## config.mk

```make
export PLATFORM = sky130hd
export DESIGN_NAME = reset_sequencer
export DESIGN_NICKNAME = d
export VERILOG_FILES = /design/src/rtl/reset_pkg.sv /design/src/rtl/reset_sync.sv /design/src/rtl/reset_sequencer.sv
export SDC_FILE = /design/constraint.sdc
export NUM_CORES = 1
export LEC_CHECK = 0
export ABC_AREA = 1
export CAP_MARGIN = 0
export CORE_UTILIZATION = 58
export CTS_BUF_LIST = sky130_fd_sc_hd__clkbuf_8
export DETAILED_ROUTE_END_ITERATION = 10
export PLACE_DENSITY = 0.8
export SETUP_SLACK_MARGIN = 0.15
export SKIP_CTS_REPAIR_TIMING = 1
export SYNTH_ARGS = -nofsm -noshare
export SYNTH_HDL_FRONTEND = slang
export SYNTH_SLANG_ARGS = --single-unit
```

## constraint.sdc

```tcl
create_clock -name clk -period 0.8 [get_ports clk]
set_input_delay 0.16 -clock clk [delete_from_list [all_inputs] [get_ports clk]]
set_output_delay 0.16 -clock clk [all_outputs]
set_load 0.01 [all_outputs]
```

## src/rtl/reset_pkg.sv

```systemverilog
// reset_pkg: shared state type and width helper for the reset sequencer.
package reset_pkg;
  typedef enum logic [1:0] {HOLD, RELEASE, RUN} rst_seq_state_t;
  function automatic int cnt_width(input int a, input int b);
    return $clog2((a > b ? a : b) + 1);
  endfunction
endpackage

```

## src/rtl/reset_sync.sv

```systemverilog
// reset_sync: asynchronous-assert, synchronous-release reset synchronizer.
module reset_sync #(
  parameter bit INPUT_POLARITY = 1'b1,
  parameter bit OUTPUT_POLARITY = 1'b1,
  parameter int STAGES = 2
) (
  input  logic clk,
  input  logic arst,
  output logic srst
);
  logic act;
  logic [STAGES-1:0] sync;
  assign act = arst == INPUT_POLARITY;
  always_ff @(posedge clk or posedge act)
    if (act) sync <= '1;
    else sync <= {sync[STAGES-2:0], 1'b0};
  assign srst = OUTPUT_POLARITY ? sync[STAGES-1] : ~sync[STAGES-1];
endmodule

```

## src/rtl/reset_sequencer.sv

```systemverilog
// reset_sequencer: ordered, synchronously released staged resets from an async
// reset input and a level-sensitive software reset request.
module reset_sequencer
  import reset_pkg::*;
#(
  parameter int NUM_STAGES = 3,
  parameter int MIN_ASSERT = 8,
  parameter int STAGE_DELAY = 16,
  parameter bit OUTPUT_POLARITY = 1'b1
) (
  input  logic                  clk,
  input  logic                  async_reset_i,
  input  logic                  sw_reset_req_i,
  output logic                  sw_reset_ack_o,
  output logic [NUM_STAGES-1:0] reset_o,
  output logic                  ready_o
);
  localparam int CW = cnt_width(MIN_ASSERT, STAGE_DELAY);
  localparam int IW = $clog2(NUM_STAGES + 1);
  if (NUM_STAGES < 1 || MIN_ASSERT < 1 || STAGE_DELAY < 1) begin : g_bad_params
    $error("reset_sequencer: NUM_STAGES, MIN_ASSERT and STAGE_DELAY must be >= 1");
  end
  logic rst_int;
  rst_seq_state_t state, state_n;
  logic [CW-1:0] cnt, cnt_n;
  logic [IW-1:0] idx, idx_n;
  logic [NUM_STAGES-1:0] asrt, asrt_n;
  logic req_q, ack;
  reset_sync #(.INPUT_POLARITY(1'b1), .OUTPUT_POLARITY(1'b1), .STAGES(2)) u_sync (
    .clk(clk),
    .arst(async_reset_i),
    .srst(rst_int)
  );
  always_ff @(posedge clk or posedge rst_int)
    if (rst_int) begin
      state <= HOLD;
      cnt <= '0;
      idx <= '0;
      asrt <= '1;
      req_q <= 1'b0;
      ack <= 1'b0;
    end else begin
      state <= state_n;
      cnt <= cnt_n;
      idx <= idx_n;
      asrt <= asrt_n;
      req_q <= sw_reset_req_i;
      ack <= sw_reset_req_i & ~req_q;
    end
  // A request wins over any release due on the same edge; the first low sample
  // after a request does not count toward the hold time.
  always_comb begin
    state_n = state;
    cnt_n = cnt;
    idx_n = idx;
    asrt_n = asrt;
    if (sw_reset_req_i) begin
      state_n = HOLD;
      cnt_n = '0;
      idx_n = '0;
      asrt_n = '1;
    end else if (state == HOLD && !req_q) begin
      if (cnt == CW'(MIN_ASSERT - 1)) begin
        cnt_n = '0;
        asrt_n = asrt & ~(NUM_STAGES'(1) << idx);
        idx_n = idx + 1'b1;
        state_n = NUM_STAGES == 1 ? RUN : RELEASE;
      end else cnt_n = cnt + 1'b1;
    end else if (state == RELEASE) begin
      if (cnt == CW'(STAGE_DELAY - 1)) begin
        cnt_n = '0;
        asrt_n = asrt & ~(NUM_STAGES'(1) << idx);
        idx_n = idx + 1'b1;
        state_n = idx == IW'(NUM_STAGES - 1) ? RUN : RELEASE;
      end else cnt_n = cnt + 1'b1;
    end
  end
  assign reset_o = OUTPUT_POLARITY ? asrt : ~asrt;
  assign ready_o = state == RUN;
  assign sw_reset_ack_o = ack;
endmodule

```

# After elaboration in Yosys (flattened, before gate mapping)
# Index checks and enable logic that the tools add are counted.
# word_totals
in_bits	3
register_bits	16
# op_classes
mux	21
bitwise_logic	4
n_reduce_logical	6
n_shift	1
n_addsub	2
n_eq_ne	6
# op_table
op	count
5-bit 2-to-1 mux	5
2-bit 2-to-1 mux	11
3-bit 2-to-1 mux	5
3-bit nonzero test	2
5-bit by 1-bit adder with 5-bit output (second input constant)	1
5-bit by 3-bit equality test with 1-bit output (second input constant)	1
5-bit by 4-bit equality test with 1-bit output (second input constant)	1
2-bit equality test (second input constant)	2
3-bit AND	1
3-bit by 2-bit inequality test with 1-bit output (second input constant)	1
3-bit inverter	1
3-bit AND reduction	1
1-bit by 2-bit << shifter with 3-bit output (first input constant)	1
2-bit by 1-bit adder with 2-bit output (second input constant)	1
2-bit by 1-bit equality test with 1-bit output (second input constant)	1
2-bit logical NOT	1
1-bit AND	1
1-bit logical AND	1
1-bit logical NOT	1
1-bit inverter	1

# Longest topological paths before layout
# logic_depth
ltp_word	7
ltp_mapped	9
depth_no_buf	9

# Hierarchy
# A second synthesis with hierarchy kept.
# unflattened
hier_cells	107
area_unflattened_um2	879.6
# by_module_without_submodules
module	seq_area_each_um2	instances	cells_each	area_each_um2
reset_sequencer	354.1	1	103	819.5
reset_sync	52.6	1	4	60.1

# Least setup slack after synthesis
# OpenSTA, ideal clock, no wires.
# synth_path
path_kind	register -> register
startpoint	register cnt[0]
endpoint	register state[0]
period_less_slack_ns	1.455
arrival_time_ns	1.390
required_ns	0.735
path_stages_with_launch	10
slack_ns	-0.655
setup_time_ns	0.065
path_cell_list	dfrtp_1 ha_1 nand2_1 nor2_1 ha_1 inv_1 nand3_2 nand3_2 nand2_1 nand2_1
# synth_between
elab_chain_cells	3
elab_cells_between_ends	5
classes_between	eq/ne: 3; reduce/logical: 2
# synth_rtl
item	line	rtl
from (decl)	reset_sequencer.sv:25	logic [CW-1:0] cnt, cnt_n;
from (signal assigned)	reset_sequencer.sv:44	cnt <= cnt_n;
5-bit by 3-bit equality test with 1-bit output / 5-bit by 4-bit equality test with 1-bit output (equally long branches)	reset_sequencer.sv:63, reset_sequencer.sv:70	
3-bit by 2-bit inequality test with 1-bit output (no source line) / 3-bit nonzero test (equally long branches)	n/a	
3-bit AND reduction (no source line) *	n/a	
to (signal assigned)	reset_sequencer.sv:43	state <= state_n;
to (decl)	reset_sequencer.sv:24	rst_seq_state_t state, state_n;
# Every way passes the cells marked *; elsewhere a longest branch is shown, timed or not.
# A chain may end at the register's enable or synchronous reset.

# Worst setup path in the final report
# layout_path
startpoint	register cnt[0]
endpoint	register state[1]
# The elaborated chain is that of the path after synthesis.

==> flow_summary_export.csv <==
group,metric,value,unit
status,outcome,"complete, but fails checks",
status,failed_checks,"negative setup slack",
floorplan,fp.dieW,42.3,um
synthesis,ys_ff_latch,16,
placed_design,dp_hpwl,1.72,mm
synthesis,synth_most_common_cell,"nand2_1",
sta,finalSetupViolCount,17,
clocking,cts_max_level,1,
synthesis,synth-edff-count,0,
floorplan,pin_count,8,
job,cap_violations,0,
setup_path,cp_top_family,"simple AND/OR/NAND/NOR gates",
route,ant_nets,0,
synthesis,ys.warnings.count,0,
global_route,grt_pass1_wl,3.87,mm
route,vias_per_cell,6.13,
floorplan,fp.dieH,42.3,um
clocking,path_clk_slew,0.07,ns
route,drt_wl_total,3.36,mm
floorplan,start_util,0.626,
route,met1Wirelength,1.26,mm
finish,fin_util,0.932,
floorplan,rows,14,
setup_path,critPathCaptureType,"register",
synthesis,ys.flop_type,"dfrtp_1",
setup_path,cp.arrival,1.67,ns
synthesis,syn-num-nets,127,
synthesis,synth_area_leader_cell,"dfrtp_1",
placed_design,dp_slack,-0.626,ns
sta,hold_viol,0,
clocking,cts.sink_count,16,
sta,rsz0062_at_grt,"yes",
clocking,clk_path_buf_depth,2,
route,firstDrtPassIters,4,
sta,fin_skew,0.0104,ns
synthesis,synth_commonest_cells,"nand2_1 (34), inv_1 (18), nor2_1 (12)",
finish,drive_above_1_share,0.449,
route,wl_met2,1.63,mm
route,dr_wl_met3,281,um
finish,fin_cells,174,
finish,fin_nets,168,
setup_path,criticalPathCategory,"register to register",
power_and_ir_drop,ir_worst_vdd,2.59,mV
global_route,grt_max_degree,15,
clocking,cts_tree,"yes",
clocking,clk_latency,0.26,ns
setup_path,required,0.95,ns
synthesis,post_synth.cell_area_avg,7.99,um^2
placed_design,portBuffers,7,
setup_path,path_buf_inv,1,
global_route,antenna_found_initial,0,
global_route,first_global_vias,962,
route,vias,1067,
setup_path,path_cells,"ha_4, nand2_4, nor2_4, ha_4, inv_2, nand3_4, nand3_4, nand2_1, nand2_1",
synthesis,seq_area_frac_synth,0.431,
sta,slew_violations,0,
floorplan,core-area,0.00151,mm^2
setup_path,path_max_fanout,7,
floorplan,die-area,0.00179,mm^2
sta,period_share,1.91,
setup_path,startpoint_type,"register",
synthesis,synth_top_area_frac,0.292,
synthesis,syn_inst,118,
setup_path,max_stage_delay,0.42,ns
sta,min_period,1.53,ns
placed_design,routabilityCongestion,0.860,
finish,fillers,52,
power_and_ir_drop,leakagePower,0.756,nW
sta,max_freq,0.655,GHz
finish,syn_to_final_growth,48.8,%
clocking,cts_root_buf,"clkbuf_8",
finish,multi_input_area,536,um^2
sta,postLayoutSetupSlackWorst,-0.728,ns
synthesis,ys_top_cells_by_area,"dfrtp_1 (29%), dfstp_2 (14%), nand2_1 (14%), ha_1 (8.0%), inv_1 (7.2%)",
finish,register_area,407,um^2
route,top_layer_used,"met4",
clocking,cts_buffers,3,
route,drtIter0Drc,80,
route,routedWlPerCell,19.3,um
hold_path,hold_class,"primary input to register",
global_route,grt-ovfl-total,0,
power_and_ir_drop,power.density,3120,mW/mm^2
route,drc,0,
finish,num_antenna_cells,0,
placed_design,place_inst,166,
synthesis,netlist_area,943,um^2
setup_path,cp_slowest_cell,"dfrtp_1",
synthesis,synth.distinct_cells,21,
global_route,globalRouteTotalUtil,0.292,
synthesis,async_flop_share,1.00,
worst reg2reg max path: stages (launching register included):
cell	delay, ns
dfrtp_1	0.42
ha_4	0.18
nand2_4	0.06
nor2_4	0.15
ha_4	0.16
inv_2	0.04
nand3_4	0.11
nand3_4	0.15
nand2_1	0.11
nand2_1	0.06
final timing paths:
path	to	cells past startpoint	startpoint	slack, ns
max	state[1]$_DFFE_PP0P_	9	cnt[0]$_DFFE_PP0P_	-0.73
min	req_q$_DFF_PP0_	2	sw_reset_req_i	0.22
max reg2reg	state[1]$_DFFE_PP0P_	9	cnt[0]$_DFFE_PP0P_	-0.73
min reg2reg	req_q$_DFF_PP0_	2	u_sync.sync[1]$_DFF_PP1_	0.26
max in group asynchronous	reset_o[1]$_DFFE_PP1P_	2	u_sync.sync[1]$_DFF_PP1_	0.28
min in group asynchronous	u_sync.sync[0]$_DFF_PP1_	2	async_reset_i	0.25
stage by stage:
stage / cell area, um^2 / hold WS [ns] / power [mW] / TNS [ns]
6_report: 1400 / 0.224 / 4.38 / -9.33
5_1_grt: 1400 / 0.217 / 4.55 / -10.07
4_1_cts: 1300 / 0.264 / 3.84 / -10.60
3_5_place_dp: 1250 / 0.253 / 3.21 / -9.44
3_3_place_gp: 1250 / 0.243 / 3.11 / -8.60
2_1_floorplan: 971 / 0.0715 / 2.27 / -6.42
cells by family (layout without fill, tap and decap cells):
kind of cell / count (synthesis) / in the layout / synth area share
DFF: 16 / 16 / 0.431
AOI/OAI and AO/OA: 8 / 8 / 0.0477
and+or+nand+nor: 66 / 66 / 0.336
adders and majority gates: 6 / 6 / 0.0796
buffers and inverters: 21 / 61 / 0.102
other: 1 / 1 / 0.00397
cell type report:
type	instances	share of cell area
Multi-Input combinational cell	81	0.381
Sequential cell	16	0.290
Timing Repair Buffer	38	0.230
Inverter	19	0.0526
Clock buffer	3	0.0294
Tap cell	16	0.0143
Clock inverter	1	0.00267
per-layer routing:
metal | vias up | track usage
met2 | 82 | 0.514
met3 | 27 | 0.0517
met4 | 0 | 0.163
li1 | 452 | -
met5 | - | 0
met1 | 506 | 0.329
power by group:
part	leakage [nW]	switching (mW)	total, mW	internal (mW)
logic	0.532	1.29	2.39	1.09
clock network	0.0269	0.298	0.638	0.341
registers	0.197	0.246	1.35	1.11
cell usage in the layout, fill, tap and decap left out:
cell and count:
nand2_1 28, buf_4 27, inv_1 14, dfrtp_1 11, nor2_1 8, nand3_1 7
nand4_1 6, buf_6 6, inv_2 5, nand2_2 5, dfstp_2 5, nor2_2 4
nand3_4 4, ha_1 3, clkbuf_8 3, nor2_4 2, nand2_4 2, o21ai_1 2
a21oi_1 2, o21ai_0 2, ha_4 2, inv_4 1, o31ai_2 1, o21a_1 1
ha_2 1, clkdlybuf4s50_1 1, dlymetal6s2s_1 1, buf_2 1, clkbuf_2 1, buf_12 1
conb_1 1
registers in the layout, summed over array words and instances, names as in the netlist:
| register | flops |
|---|---|
| cnt | 5 |
| reset_o | 3 |
| idx | 2 |
| state | 2 |
| u_sync.sync | 2 |
| req_q | 1 |
| sw_reset_ack_o | 1 |
Note: power is estimated with default switching activity, not from simulation.
